### src/rtl/alarm_ringer.sv
// Alarm ringer: compares the running time against the alarm time and drives the
// buzzer with a beep pattern, with snooze, stop and ring-timeout handling.
module alarm_ringer #(
   parameter int TICK_DIV    = 100_000_000,
   parameter int BEEP_DIV    = 25_000_000,
   parameter int RING_SECS   = 60,
   parameter int SNOOZE_SECS = 300,
   parameter int MAX_SNOOZE  = 3
) (
   input  logic       clk_100MHz,
   input  logic       reset,
   input  logic       alon,
   input  logic       snooze,
   input  logic       stop,
   input  logic [3:0] min_1s,
   input  logic [3:0] min_10s,
   input  logic [3:0] hr_1s,
   input  logic [3:0] hr_10s,
   input  logic [3:0] min_1sa,
   input  logic [3:0] min_10sa,
   input  logic [3:0] hr_1sa,
   input  logic [3:0] hr_10sa,
   output logic       alarm1,
   output logic       ringing,
   output logic       snoozing,
   output logic [1:0] state
);

   localparam int TICK_W = (TICK_DIV > 1)       ? $clog2(TICK_DIV)       : 1;
   localparam int BEEP_W = (BEEP_DIV > 1)       ? $clog2(BEEP_DIV)       : 1;
   localparam int RING_W = (RING_SECS > 1)      ? $clog2(RING_SECS)      : 1;
   localparam int SNZ_W  = (SNOOZE_SECS > 1)    ? $clog2(SNOOZE_SECS)    : 1;
   localparam int USED_W = (MAX_SNOOZE + 1 > 1) ? $clog2(MAX_SNOOZE + 1) : 1;

   localparam logic [TICK_W-1:0] TICK_LAST = TICK_W'(TICK_DIV - 1);
   localparam logic [BEEP_W-1:0] BEEP_LAST = BEEP_W'(BEEP_DIV - 1);
   localparam logic [RING_W-1:0] RING_LAST = RING_W'(RING_SECS - 1);
   localparam logic [SNZ_W-1:0]  SNZ_LAST  = SNZ_W'(SNOOZE_SECS - 1);
   localparam logic [USED_W-1:0] USED_MAX  = USED_W'(MAX_SNOOZE);

   typedef enum logic [1:0] {
      IDLE    = 2'd0,
      ARMED   = 2'd1,
      RINGING = 2'd2,
      SNOOZE  = 2'd3
   } state_t;

   state_t            state_reg;
   logic [TICK_W-1:0] tick_cnt_reg;
   logic [BEEP_W-1:0] beep_cnt_reg;
   logic [RING_W-1:0] ring_cnt_reg;
   logic [SNZ_W-1:0]  snz_cnt_reg;
   logic [USED_W-1:0] used_reg;
   logic              beep_phase_reg;
   logic              match_q_reg;
   logic              alarm1_reg;
   logic              ringing_reg;
   logic              snoozing_reg;

   logic              tick;
   logic              match;
   logic              match_rise;
   logic              snz_p;
   logic              stp_p;

   // Button conditioning: index 0 is snooze, index 1 is stop.
   logic [1:0] btn_raw;
   logic [1:0] btn_pulse;

   assign btn_raw = {stop, snooze};

   generate
      for (genvar gi = 0; gi < 2; gi++) begin : g_btn
         logic [2:0] sync_reg;
         logic       last_reg;

         always_ff @(posedge clk_100MHz or posedge reset) begin
            if (reset) begin
               sync_reg <= '0;
               last_reg <= 1'b0;
            end else begin
               sync_reg <= {sync_reg[1:0], btn_raw[gi]};
               last_reg <= sync_reg[2];
            end
         end

         assign btn_pulse[gi] = sync_reg[2] & ~last_reg;
      end
   endgenerate

   assign snz_p = btn_pulse[0];
   assign stp_p = btn_pulse[1];

   // Digit-wise time comparison; both sides are BCD so equal digits mean equal times.
   logic [15:0] now_digits;
   logic [15:0] alarm_digits;
   logic [3:0]  digit_eq;

   assign now_digits   = {hr_10s, hr_1s, min_10s, min_1s};
   assign alarm_digits = {hr_10sa, hr_1sa, min_10sa, min_1sa};

   generate
      for (genvar gi = 0; gi < 4; gi++) begin : g_digit
         assign digit_eq[gi] = (now_digits[gi*4 +: 4] == alarm_digits[gi*4 +: 4]);
      end
   endgenerate

   assign match      = &digit_eq;
   assign match_rise = match & ~match_q_reg;
   assign tick       = (tick_cnt_reg == TICK_LAST);

   // match_q starts high so a time that already matches at reset cannot ring.
   always_ff @(posedge clk_100MHz or posedge reset) begin
      if (reset) begin
         tick_cnt_reg <= '0;
         match_q_reg  <= 1'b1;
      end else begin
         match_q_reg <= match;
         if (tick) begin
            tick_cnt_reg <= '0;
         end else begin
            tick_cnt_reg <= tick_cnt_reg + TICK_W'(1);
         end
      end
   end

   always_ff @(posedge clk_100MHz or posedge reset) begin
      if (reset) begin
         state_reg      <= IDLE;
         beep_cnt_reg   <= '0;
         beep_phase_reg <= 1'b0;
         ring_cnt_reg   <= '0;
         snz_cnt_reg    <= '0;
         used_reg       <= '0;
         alarm1_reg     <= 1'b0;
         ringing_reg    <= 1'b0;
         snoozing_reg   <= 1'b0;
      end else begin
         alarm1_reg   <= (state_reg == RINGING) && beep_phase_reg;
         ringing_reg  <= (state_reg == RINGING);
         snoozing_reg <= (state_reg == SNOOZE);

         if (state_reg == RINGING) begin
            if (beep_cnt_reg == BEEP_LAST) begin
               beep_cnt_reg   <= '0;
               beep_phase_reg <= ~beep_phase_reg;
            end else begin
               beep_cnt_reg <= beep_cnt_reg + BEEP_W'(1);
            end
         end

         if (!alon) begin
            state_reg <= IDLE;
         end else begin
            case (state_reg)
               IDLE: begin
                  state_reg <= ARMED;
               end
               ARMED: begin
                  if (match_rise) begin
                     state_reg      <= RINGING;
                     ring_cnt_reg   <= '0;
                     used_reg       <= '0;
                     beep_cnt_reg   <= '0;
                     beep_phase_reg <= 1'b1;
                  end
               end
               RINGING: begin
                  // A refused snooze falls through so the ring timeout still runs.
                  if (stp_p) begin
                     state_reg <= ARMED;
                  end else if (snz_p && (used_reg < USED_MAX)) begin
                     state_reg   <= SNOOZE;
                     used_reg    <= used_reg + USED_W'(1);
                     snz_cnt_reg <= '0;
                  end else if (tick) begin
                     if (ring_cnt_reg == RING_LAST) begin
                        state_reg <= ARMED;
                     end else begin
                        ring_cnt_reg <= ring_cnt_reg + RING_W'(1);
                     end
                  end
               end
               SNOOZE: begin
                  if (stp_p) begin
                     state_reg <= ARMED;
                  end else if (tick) begin
                     if (snz_cnt_reg == SNZ_LAST) begin
                        state_reg      <= RINGING;
                        ring_cnt_reg   <= '0;
                        beep_cnt_reg   <= '0;
                        beep_phase_reg <= 1'b1;
                     end else begin
                        snz_cnt_reg <= snz_cnt_reg + SNZ_W'(1);
                     end
                  end
               end
               default: begin
                  state_reg <= IDLE;
               end
            endcase
         end
      end
   end

   assign alarm1   = alarm1_reg;
   assign ringing  = ringing_reg;
   assign snoozing = snoozing_reg;
   assign state    = state_reg;

endmodule

### config.mk
export PLATFORM = sky130hd
export DESIGN_NAME = alarm_ringer
export DESIGN_NICKNAME = d
export VERILOG_FILES = /design/src/rtl/alarm_ringer.sv
export SDC_FILE = /design/constraint.sdc
export NUM_CORES = 1
export LEC_CHECK = 0
export ABC_CLOCK_PERIOD_IN_PS = 3600
export BUFFER_PORTS_ARGS = -buffer_cell sky130_fd_sc_hd__buf_2
export CORE_MARGIN = 10
export CORE_UTILIZATION = 30
export DETAILED_ROUTE_END_ITERATION = 6
export GPL_ROUTABILITY_DRIVEN = 1
export HOLD_SLACK_MARGIN = 0.03
export PLACE_DENSITY = 0.51
export SETUP_SLACK_MARGIN = 0.02
export SLEW_MARGIN = 20
export SYNTH_ARGS = -nofsm -noshare
export SYNTH_HDL_FRONTEND = slang
export SYNTH_SLANG_ARGS = --single-unit
### constraint.sdc
create_clock -name clk_100MHz -period 3.6 [get_ports clk_100MHz]
set_input_delay 0.36 -clock clk_100MHz [delete_from_list [all_inputs] [get_ports clk_100MHz]]
set_output_delay 0.36 -clock clk_100MHz [all_outputs]
set_load 0.02 [all_outputs]
==> metrics.yaml <==
status:
  status: "complete, no violations"
power:
  p_leak_nw: 2.17
  power.density_nw_per_um2: 398
  peakVddDrop_mv: 0.209
yosys:
  synth_simple_gate_area_share_pct: 27.3
  synth_top_area_share_pct: 48.0
  synth_ff_type: "dfrtp_1"
  syn-num-nets: 476
  synthCells: 434
  ys_warn_count: 0
  synthTopCellsByArea: "dfrtp_1 (48%), xnor2_1 (8.1%), nor2_1 (4.9%), xor2_1 (4.5%), nand3_1 (3.2%)"
  synth_top_family_by_area: "simple AND/OR/NAND/NOR gates"
  ys_async_sr_fraction_pct: 100
  yosysTopAreaCell: "dfrtp_1"
  synth_edf_count: 0
  synth-seq-cells: 84
  synth_mux_area_share_pct: 0.723
  synth_compound_area_share_pct: 7.03
  syn_area_per_cell_um2: 9.97
  synth_area_um2: 4330
  synth_fa_ha_area_share_pct: 1.45
  synth-xor-area-share_pct: 12.5
  yosys.cell_types.count: 56
  ys_seq_area_share_pct: 48.6
placement:
  placed_area_um2: 4720
  port_buffers: 41
  dp_cells: 648
  gp_congestion: 0.814
  dp_hpwl_mm: 6.59
finish:
  seqCellArea_um2: 2100
  instances_no_fill: 664
  area.growth.synth_to_final_pct: 16.4
  fillers: 1407
  fin_area_um2: 5040
  fin_nets: 521
  num_antenna_cells: 0
  layout_commonest_cell: "dfrtp_1"
  final_layout_size_suffix_gt1_share_pct: 17.8
  multi_input_area_um2: 2120
  largest_reg_flops: 27
  layout_common_cells: "dfrtp_1 (83), nor2_1 (56), buf_2 (41)"
clock_network:
  clkTransAtPathRegs_ps: 60
  cts-root-buf: "clkbuf_16"
  cts_max_path_buffers: 2
  insertion_delay_ps: 340
  htreeDepth: 3
  clock-sinks: 84
  cts-resized-gates: 0
  postCtsSetupRepairBufs: 0
  cts_tree: "yes"
  cts_buffers: 9
  cts_hold_buffers: 0
timing:
  fin_setup_tns_ps: 0
  rsz0062_at_grt: "false"
  min_period_over_period_pct: 68.5
  setup_violations: 0
  period_minus_slack_ps: 2470
  skew_ps: 5.07
  slew_headroom_pct: 58.6
  slew_violations: 0
  hold_viol: 0
  fmax_ghz: 0.406
  tightest_slew_ps: 621
global_route:
  grt_pass1_vias: 3294
  grt_usage_pct: 9.41
  grt_max_degree: 36
  antenna_found_initial: 0
  overflow: 0
  grt_pass1_wl_mm: 15.7
floorplanning:
  die_w_um: 140
  core_area_um2: 14000
  die_h_um: 140
  io_pins: 42
  floorplan.rows: 43
  initial_core_util_pct: 30.9
  die-area_um2: 19600
critical_path:
  arrival_ps: 2730
  path_class: "flop to flop"
  crit_chain: "ha_1 -> and3_1 -> nand3_2 -> nor3_4 -> a21oi_2 -> or4_1 -> a21oi_1"
  required_ps: 3870
  slowest_stage: "or4_1"
  r2r_slack_ps: 1130
  slowest_delay_ps: 550
  setup.worst_path.start_class: "flop"
  crit_fanout: 16
  end_kind: "flop"
routing:
  via_per_inst: 4.79
  drt_pass1_iterations: 4
  met2_length_mm: 4.42
  drt-met1-wl_mm: 4.22
  num_vias: 3183
  top_layer_used: "met4"
  wl_met3_um: 238
  totalWireLength_mm: 9.00
  drc: 0
  drtIter0Drc: 199
  avgRoutedWirePerCell_um: 13.5
  postRouteAntennaNets: 0
job:
  drv_cap: 0
worst_hold_path:
  hp-class: "input pin to async pin"
==> critical path, delay by kind of cell (launching register included) <==
family	cells	cell delay (ps)
AO/OA/AOI/OAI	2	400
adder cells (fa/ha/maj)	1	180
flip-flops	1	380
AND/OR/NAND/NOR	4	1430
==> layout make-up <==
type | instances | share of cell area [%]
clock buffer | 11 | 4.82
tap | 180 | 4.47
timing repair buffer | 44 | 4.52
inverter | 9 | 0.795
multi-input combinational | 331 | 42.1
sequential | 84 | 41.8
clock inverter | 5 | 1.49
==> final timing paths <==
path / startpoint / to / depth (start not counted)
setup reg to reg: tick_cnt_reg[0] / snz_cnt_reg[8] / 7
hold / removal: reset / beep_cnt_reg[17] / 2
max in group asynchronous: reset / match_q_reg / 3
setup / recovery: tick_cnt_reg[0] / snz_cnt_reg[8] / 7
hold reg to reg: g_btn[1].sync_reg[0] / g_btn[1].sync_reg[1] / 0
min in group clk_100MHz: snooze / g_btn[0].sync_reg[0] / 1
==> where the power goes <==
group | switching [W] | internal [W] | total, W | leakage (nW)
Combinational | 0.0000400 | 0.0000327 | 0.0000727 | 1.02
Clock | 0.000356 | 0.000623 | 0.000978 | 0.159
Sequential | 0.00000375 | 0.000950 | 0.000954 | 0.994
==> stage by stage <==
step	util [%]	total power, W	worst slack, ps	hold WS, ps
2_1_floorplan	-	0.00101	1080	331
3_3_place_gp	33.7	0.00104	1210	333
5_1_grt	36.0	0.00209	934	110
4_1_cts	36.0	0.00204	1140	104
6_report	36.0	0.00200	1130	79.4
3_5_place_dp	33.7	0.00105	1140	336
==> metal layers <==
layer / vias up / track usage, %
li1: 1610 / -
met1: 1531 / 12.0
met2: 29 / 15.1
met3: 13 / 2.43
met4: 0 / 3.10
met5: - / 0
==> cells by family (layout without fill, tap and decap cells) <==
logic type / Yosys count / count (layout)
adder cells (fa/ha/maj): 5 / 5
AO/OA/AOI/OAI: 50 / 50
XOR/XNOR: 62 / 62
buffers and inverters: 19 / 69
multiplexers: 3 / 3
flip-flops: 84 / 84
AND/OR/NAND/NOR: 211 / 211
==> cell usage after synthesis, drive strengths merged, types with 4 or more instances <==
cell / count
a21oi: 12
and2: 8
and3: 10
and4: 4
buf: 7
dfrtp: 83
ha: 5
inv: 8
nand2: 37
nand2b: 4
nand3: 31
nand4: 17
nor2: 59
nor3: 14
nor4: 7
o21ai: 21
or3: 5
or4: 4
xnor2: 40
xor2: 22
No activity file was read; power rests on OpenSTA's default activity.
